$ cat config.mk
export PLATFORM = sky130hd
export DESIGN_NAME = text_line_fetcher
export DESIGN_NICKNAME = d
export VERILOG_FILES = /design/src/rtl/text_line_fetcher.sv
export SDC_FILE = /design/constraint.sdc
export NUM_CORES = 2
export LEC_CHECK = 0
export CORE_MARGIN = 3
export CORE_UTILIZATION = 40
export CTS_BUF_LIST = sky130_fd_sc_hd__clkbuf_4
export DETAILED_ROUTE_END_ITERATION = 10
export DONT_BUFFER_PORTS = 1
export PLACE_DENSITY = 0.64
export SLEW_MARGIN = 20
export SYNTH_ARGS = -nofsm -noshare
export SYNTH_HDL_FRONTEND = slang
export SYNTH_SLANG_ARGS = --single-unit
$ cat constraint.sdc
create_clock -name CLK -period 2.46 [get_ports CLK]
set_input_delay 0.492 -clock CLK [delete_from_list [all_inputs] [get_ports CLK]]
set_output_delay 0.492 -clock CLK [all_outputs]
set_load 0.02 [all_outputs]
$ cat src/rtl/text_line_fetcher.sv
// ----------------------------------------------------------------------------
// text_line_fetcher
//
// This block schedules text-mode reads between the VGA timing controller and
// the text RAM and font ROM. While one scan line is being displayed, it walks
// the COLS character cells of the *next* scan line. For each cell it reads the
// character code from text RAM, then reads the matching glyph row from the font
// ROM. The result goes into a back line buffer. At the end of each line the
// front and back buffers swap. The front buffer is shifted out one pixel per
// clock.
//
// Ports
//   CLK         25 MHz pixel clock
//   NRST        asynchronous active-low reset
//   PIXEL_CNTR  horizontal position, 0..H_TOTAL-1
//   ROW_NUM     vertical position
//   TEXT_RD     text RAM read strobe (data on TEXT_DATA one cycle later)
//   TEXT_ADDR   text RAM address = char_row*COLS + col
//   TEXT_DATA   character code from text RAM
//   FONT_RD     font ROM read strobe (data on FONT_DATA one cycle later)
//   CHAR_IN     character code presented to the font ROM
//   GLYPH_ROW   glyph row presented to the font ROM
//   FONT_DATA   glyph row bits, bit 7 is the leftmost pixel
//   PIXEL_OUT   registered pixel, one cycle behind PIXEL_CNTR
//   FETCH_BUSY  high while a line fetch is in progress
//   UNDERRUN    sticky flag: a swap happened before a fetch completed
// ----------------------------------------------------------------------------
module text_line_fetcher #(
    parameter int unsigned COLS     = 80,
    parameter int unsigned FONT_H   = 16,
    parameter int unsigned H_ACTIVE = 640,
    parameter int unsigned H_TOTAL  = 800,
    parameter int unsigned V_ACTIVE = 480
) (
    input  logic        CLK,
    input  logic        NRST,
    input  logic [9:0]  PIXEL_CNTR,
    input  logic [9:0]  ROW_NUM,
    output logic        TEXT_RD,
    output logic [11:0] TEXT_ADDR,
    input  logic [7:0]  TEXT_DATA,
    output logic        FONT_RD,
    output logic [7:0]  CHAR_IN,
    output logic [3:0]  GLYPH_ROW,
    input  logic [7:0]  FONT_DATA,
    output logic        PIXEL_OUT,
    output logic        FETCH_BUSY,
    output logic        UNDERRUN
);

    localparam int unsigned GW = $clog2(FONT_H);

    typedef enum logic [2:0] {
        ST_IDLE  = 3'd0,
        ST_TEXT  = 3'd1,
        ST_GLYPH = 3'd2,
        ST_WRITE = 3'd3,
        ST_DONE  = 3'd4
    } state_t;

    state_t      state_q, state_d;
    logic [6:0]  col_q, col_d;
    logic [9:0]  fr_q, fr_d;
    logic        busy_q, busy_d;
    logic        text_rd_q, text_rd_d;
    logic [11:0] text_addr_q, text_addr_d;
    logic        font_rd_q, font_rd_d;
    logic [7:0]  char_in_q, char_in_d;
    logic [3:0]  glyph_row_q, glyph_row_d;
    logic        underrun_q, underrun_d;
    logic        front_sel_q, front_sel_d;
    logic        wr_pend_q, wr_pend_d;
    logic [6:0]  wr_col_q, wr_col_d;
    logic        pixel_q, pixel_d;

    logic [7:0]  buf0_q [0:COLS-1];
    logic [7:0]  buf1_q [0:COLS-1];

    logic [9:0]  fr_next_s;
    logic [7:0]  front_byte_s;
    logic        swap_s;

    // Text RAM address of a cell. The character row is the fetch row with
    // the glyph-row bits dropped.
    function automatic logic [11:0] text_addr_f(input logic [9:0] fr, input logic [6:0] col);
        return 12'(fr[9:GW]) * 12'(COLS) + 12'(col);
    endfunction

    // Fetch row: the next scan line. It wraps to 0 on the last visible row
    // and stays at 0 through vertical blanking.
    always_comb begin
        if (ROW_NUM >= 10'(V_ACTIVE - 1)) begin
            fr_next_s = 10'd0;
        end else begin
            fr_next_s = ROW_NUM + 10'd1;
        end
    end

    assign swap_s = (PIXEL_CNTR == 10'(H_TOTAL - 1));

    // Fetch sequencer next-state logic. The swap override comes last, so it
    // has priority over any state transition in the same cycle.
    always_comb begin
        state_d     = state_q;
        col_d       = col_q;
        fr_d        = fr_q;
        busy_d      = busy_q;
        text_rd_d   = 1'b0;
        text_addr_d = text_addr_q;
        font_rd_d   = 1'b0;
        char_in_d   = char_in_q;
        glyph_row_d = glyph_row_q;
        underrun_d  = underrun_q;
        front_sel_d = front_sel_q;
        wr_col_d    = wr_col_q;
        // Font data arrives one cycle after the strobe.
        wr_pend_d   = font_rd_q;

        case (state_q)
            ST_IDLE: begin
                if (PIXEL_CNTR == 10'd0) begin
                    fr_d        = fr_next_s;
                    col_d       = 7'd0;
                    busy_d      = 1'b1;
                    text_rd_d   = 1'b1;
                    text_addr_d = text_addr_f(fr_next_s, 7'd0);
                    state_d     = ST_TEXT;
                end else begin
                    state_d = ST_IDLE;
                end
            end
            ST_TEXT: begin
                state_d = ST_GLYPH;
            end
            ST_GLYPH: begin
                char_in_d   = TEXT_DATA;
                glyph_row_d = fr_q[GW-1:0];
                font_rd_d   = 1'b1;
                wr_col_d    = col_q;
                state_d     = ST_WRITE;
            end
            ST_WRITE: begin
                if (col_q == 7'(COLS - 1)) begin
                    busy_d  = 1'b0;
                    state_d = ST_DONE;
                end else begin
                    col_d       = col_q + 7'd1;
                    text_rd_d   = 1'b1;
                    text_addr_d = text_addr_f(fr_q, col_q + 7'd1);
                    state_d     = ST_TEXT;
                end
            end
            ST_DONE: begin
                state_d = ST_DONE;
            end
            default: begin
                state_d = ST_IDLE;
            end
        endcase

        if (swap_s) begin
            front_sel_d = ~front_sel_q;
            if ((state_q != ST_IDLE) && (state_q != ST_DONE)) begin
                underrun_d = 1'b1;
            end else begin
                underrun_d = underrun_q;
            end
            state_d   = ST_IDLE;
            busy_d    = 1'b0;
            text_rd_d = 1'b0;
            font_rd_d = 1'b0;
        end else begin
            front_sel_d = front_sel_q;
        end
    end

    // Pixel selection from the front buffer, outside the active area blanked.
    always_comb begin
        front_byte_s = 8'h00;
        pixel_d      = 1'b0;
        if ((PIXEL_CNTR < 10'(H_ACTIVE)) && (ROW_NUM < 10'(V_ACTIVE))) begin
            if (front_sel_q) begin
                front_byte_s = buf1_q[PIXEL_CNTR[9:3]];
            end else begin
                front_byte_s = buf0_q[PIXEL_CNTR[9:3]];
            end
            pixel_d = front_byte_s[3'd7 - PIXEL_CNTR[2:0]];
        end else begin
            pixel_d = 1'b0;
        end
    end

    // Sequencer, output and flag registers.
    always_ff @(posedge CLK or negedge NRST) begin
        if (!NRST) begin
            state_q     <= ST_IDLE;
            col_q       <= 7'd0;
            fr_q        <= 10'd0;
            busy_q      <= 1'b0;
            text_rd_q   <= 1'b0;
            text_addr_q <= 12'd0;
            font_rd_q   <= 1'b0;
            char_in_q   <= 8'h00;
            glyph_row_q <= 4'd0;
            underrun_q  <= 1'b0;
            front_sel_q <= 1'b0;
            wr_pend_q   <= 1'b0;
            wr_col_q    <= 7'd0;
            pixel_q     <= 1'b0;
        end else begin
            state_q     <= state_d;
            col_q       <= col_d;
            fr_q        <= fr_d;
            busy_q      <= busy_d;
            text_rd_q   <= text_rd_d;
            text_addr_q <= text_addr_d;
            font_rd_q   <= font_rd_d;
            char_in_q   <= char_in_d;
            glyph_row_q <= glyph_row_d;
            underrun_q  <= underrun_d;
            front_sel_q <= front_sel_d;
            wr_pend_q   <= wr_pend_d;
            wr_col_q    <= wr_col_d;
            pixel_q     <= pixel_d;
        end
    end

    // Line buffer storage. Glyph rows are written into whichever buffer is not
    // being displayed.
    always_ff @(posedge CLK or negedge NRST) begin
        if (!NRST) begin
            for (int i = 0; i < int'(COLS); i++) begin
                buf0_q[i] <= 8'h00;
                buf1_q[i] <= 8'h00;
            end
        end else if (wr_pend_q) begin
            if (front_sel_q) begin
                buf0_q[wr_col_q] <= FONT_DATA;
            end else begin
                buf1_q[wr_col_q] <= FONT_DATA;
            end
        end else begin
            buf0_q[0] <= buf0_q[0];
        end
    end

    assign TEXT_RD    = text_rd_q;
    assign TEXT_ADDR  = text_addr_q;
    assign FONT_RD    = font_rd_q;
    assign CHAR_IN    = char_in_q;
    assign GLYPH_ROW  = glyph_row_q;
    assign PIXEL_OUT  = pixel_q;
    assign FETCH_BUSY = busy_q;
    assign UNDERRUN   = underrun_q;

endmodule

==> out/qor.txt <==
share of post-route cells with drive strength above 1 = 53.0%
wire per inst = 24.9 um
final WL = 172,000 um
largest family of logic cells by synthesized area = multiplexers
boundary pin count = 67
kind of critical path = input port to flop
Hold WC Path Type = input port to flop
final worst slack = -0.294 ns
CTS Sinks = 1,334
YS warnings = 0
Via-to-Cell Ratio = 5.66
CP required = 3.62 ns
post-synthesis sequential area ratio = 54.2%
final instance area = 71,400 um2
H-tree levels = 5
worst clock skew = 0.141 ns
CP most frequent cell = mux4_2
RR Endpoint = PIXEL_OUT
critical path startpoint = PIXEL_CNTR[3]
mapped cell area = 61,600 um2
placed instance area = 65,800 um2
CORE AREA = 152,000 um2
clk buf depth = 4
FF-to-FF Start = buf0_q[315]
DRT Pass-1 Iters = 7
antenna violations before repair = 6
max-cap violations = 0
simple logic cell fraction of the synthesized area = 2.83%
Crit. path cell count = 8
Post-synth top cells = dfrtp_1 (1,334), mux2_2 (1,305), mux4_2 (272), clkbuf_1 (213), mux2i_1 (146)
pre-CTS setup slack = -0.653 ns
slowest stage delay, CP = 1.02 ns
CP Launch Type = input port
post-synth top area share = 54.2%
CP Capture Point = PIXEL_OUT
post-synthesis compound-gate area fraction = 3.22%
CTS Root Cell = clkbuf_4
DRC = 0
EDFF count, synth = 0
adder-cell share of the synthesized area = 0.463%
Final period util = 112%
DR vias = 39,100
RSZ-0062 raised after global routing = true
syn_area_per_cell = 15.0 um2
Final Hold Violating Endpoints = 1
All-Layer GR Usage = 21.8%
number of global-route vias before repair = 40,700
relative slew slack = -15.0%
FP Rows = 143
die height = 398 um
Worst Path Max Fanout = 312
top cell type by total area after synthesis = dfrtp_1
layout net count = 4,663
failing checks = hold timing, slew limit, setup timing
Slew Limit Fails = 109
most common cell in the netlist = dfrtp_1
Worst Max-Slew Pin Slew = 1.72 ns
largest net degree at the start of global routing = 313
share of flip-flops with an asynchronous set or reset = 100%
GRT overflow = 0
drt initial violations = 2,508
Setup Viol. Count Final = 1
Fmax = 363 MHz
first-pass GRT wire length = 261,000 um
min Tclk post-route = 2.75 ns
synthesis-to-layout area growth = 15.8%
cell family with most CP delay = multiplexers
Synth Flop Type = dfrtp_1
post-route antenna net violation count = 0
CTS tree = built
detailed-placement wirelength estimate = 102,000 um
worst reg2reg path depth = 9
post-synthesis mux area share = 36.3%
cts bufs inserted = 374
syn_nets = 4,159
Reg2Reg Setup Slack = -0.24 ns
routability-driven placement congestion ratio = 0.857
initial core utilization = 40.4%
Filler Cells Inserted = 13,500
Critical Path AT = 3.91 ns
Slowest-stage cell, CP = mux4_2
FF+latch count, synth = 1,334
Area contributors post-synth = dfrtp_1 (54%), mux2_2 (24%), mux4_2 (9.9%)
die width = 398 um
Clock Latency Late Sink = 1.32 ns
Critical Path End Type = flop
fin util = 46.8%
Buffers on Ports = 0
WP buf/inv = 1
Distinct cells, synth = 67
maximum vdd drop = 0.000496 V
Synth Area in XOR/XNOR = 0.341%
total die area = 159,000 um2
run status = finished with violations
Fin Hold WS = -0.348 ns
Clock transition at path regs = 0.07 ns
Mapped Cells = 4,100
power per cell area = 749 nW/um2
CP cell instances = mux4_2, mux4_2, a211oi_2, nor3_1, buf_4, a2bb2oi_1, nor4_2, o22ai_1
Leakage = 32.9 nW
==> placed cells by master, fill, tap and decap left out, types with 30 or more instances in the layout <==
cell type / count
a21oi_1: 56
mux2i_1: 145
o221ai_1: 44
clkbuf_4: 548
clkinv_1: 65
mux2_2: 1305
mux4_2: 272
nand2_1: 135
buf_12: 30
dlygate4sd3_1: 55
buf_4: 332
dfrtp_1: 1330
nor2_1: 129
==> worst register-to-register path: cells and delay by family (launching register included) <==
kind                   cells  cell delay, ns
AND/OR/NAND/NOR            3            0.50
multiplexers               1            0.51
AO/OA/AOI/OAI              4            1.04
buffers and inverters      1            0.15
flip-flops                 1            0.38
==> metal layers <==
metal | global-route usage (%) | share of wire [%] | vias up
li1 | - | - | 16500
met1 | 30.6 | 45 | 21000
met2 | 33.4 | 46 | 1180
met3 | 4.74 | 6.4 | 350
met4 | 7.67 | 2.8 | 2
met5 | 0 | 0.0076 | -
==> layout make-up <==
type	instances	area [um2]	share of cell area (%)
clock buffer	548	4110	5.76
sequential	1334	33400	46.8
clock inverter	81	367	0.514
inverter	15	56.3	0.0789
tap	2030	2540	3.56
multi-input combinational	2441	26800	37.6
antenna	10	25.0	0.0351
timing repair buffer	438	4050	5.68
==> worst min path at each step <==
stage                        from     endpoint  depth (start not counted)
detailed placement           NRST  buf1_q[595]                          1
floorplan                    NRST   CHAR_IN[0]                          0
finish              PIXEL_CNTR[9]    PIXEL_OUT                          4
global route        PIXEL_CNTR[9]    PIXEL_OUT                          4
CTS                 PIXEL_CNTR[9]    PIXEL_OUT                          4
global placement             NRST  buf1_q[595]                          1
==> what timing repair did <==
item | CTS | global route
buffers inserted | 3 | 1
hold buffers | 70 | 4
hold endpoints to repair | 2652 | 7
endpoints found under the setup margin | 36 | 36
resized for setup | 17 | 27
pin swaps | 5 | 5
==> metrics by stage <==
stage / cells / power (mW) / setup TNS, ns
floorplan: 4100 / 30.7 / -0.306
detailed placement: 6182 / 33.4 / -6.69
global route: 6895 / 56.0 / -0.605
global placement: 6182 / 33.1 / -3.49
finish: 6897 / 53.5 / -0.294
CTS: 6884 / 54.0 / -0.620
==> state kept, by name, indices dropped and copies added, names as in the netlist, 3 cells and up <==
signal	cells
buf0_q	640
buf1_q	640
fr_q	10
CHAR_IN	8
TEXT_ADDR	8
col_q	7
wr_col_q	7
GLYPH_ROW	4
state_q	3
==> cells by family after synthesis <==
group,count (synthesis)
AO/OA/AOI/OAI,280
flip-flops,1334
multiplexers,1727
AND/OR/NAND/NOR,389
buffers and inverters,325
XOR/XNOR,24
adder cells (fa/ha/maj),21
==> power by group <==
part / switching (mW) / total [mW] / internal (mW)
sequential: 1.40 / 25.5 / 24.1
clock: 9.32 / 19.6 / 10.3
combinational: 4.02 / 8.30 / 4.28
total: 14.7 / 53.5 / 38.7
No activity file was read; power rests on OpenSTA's default activity.
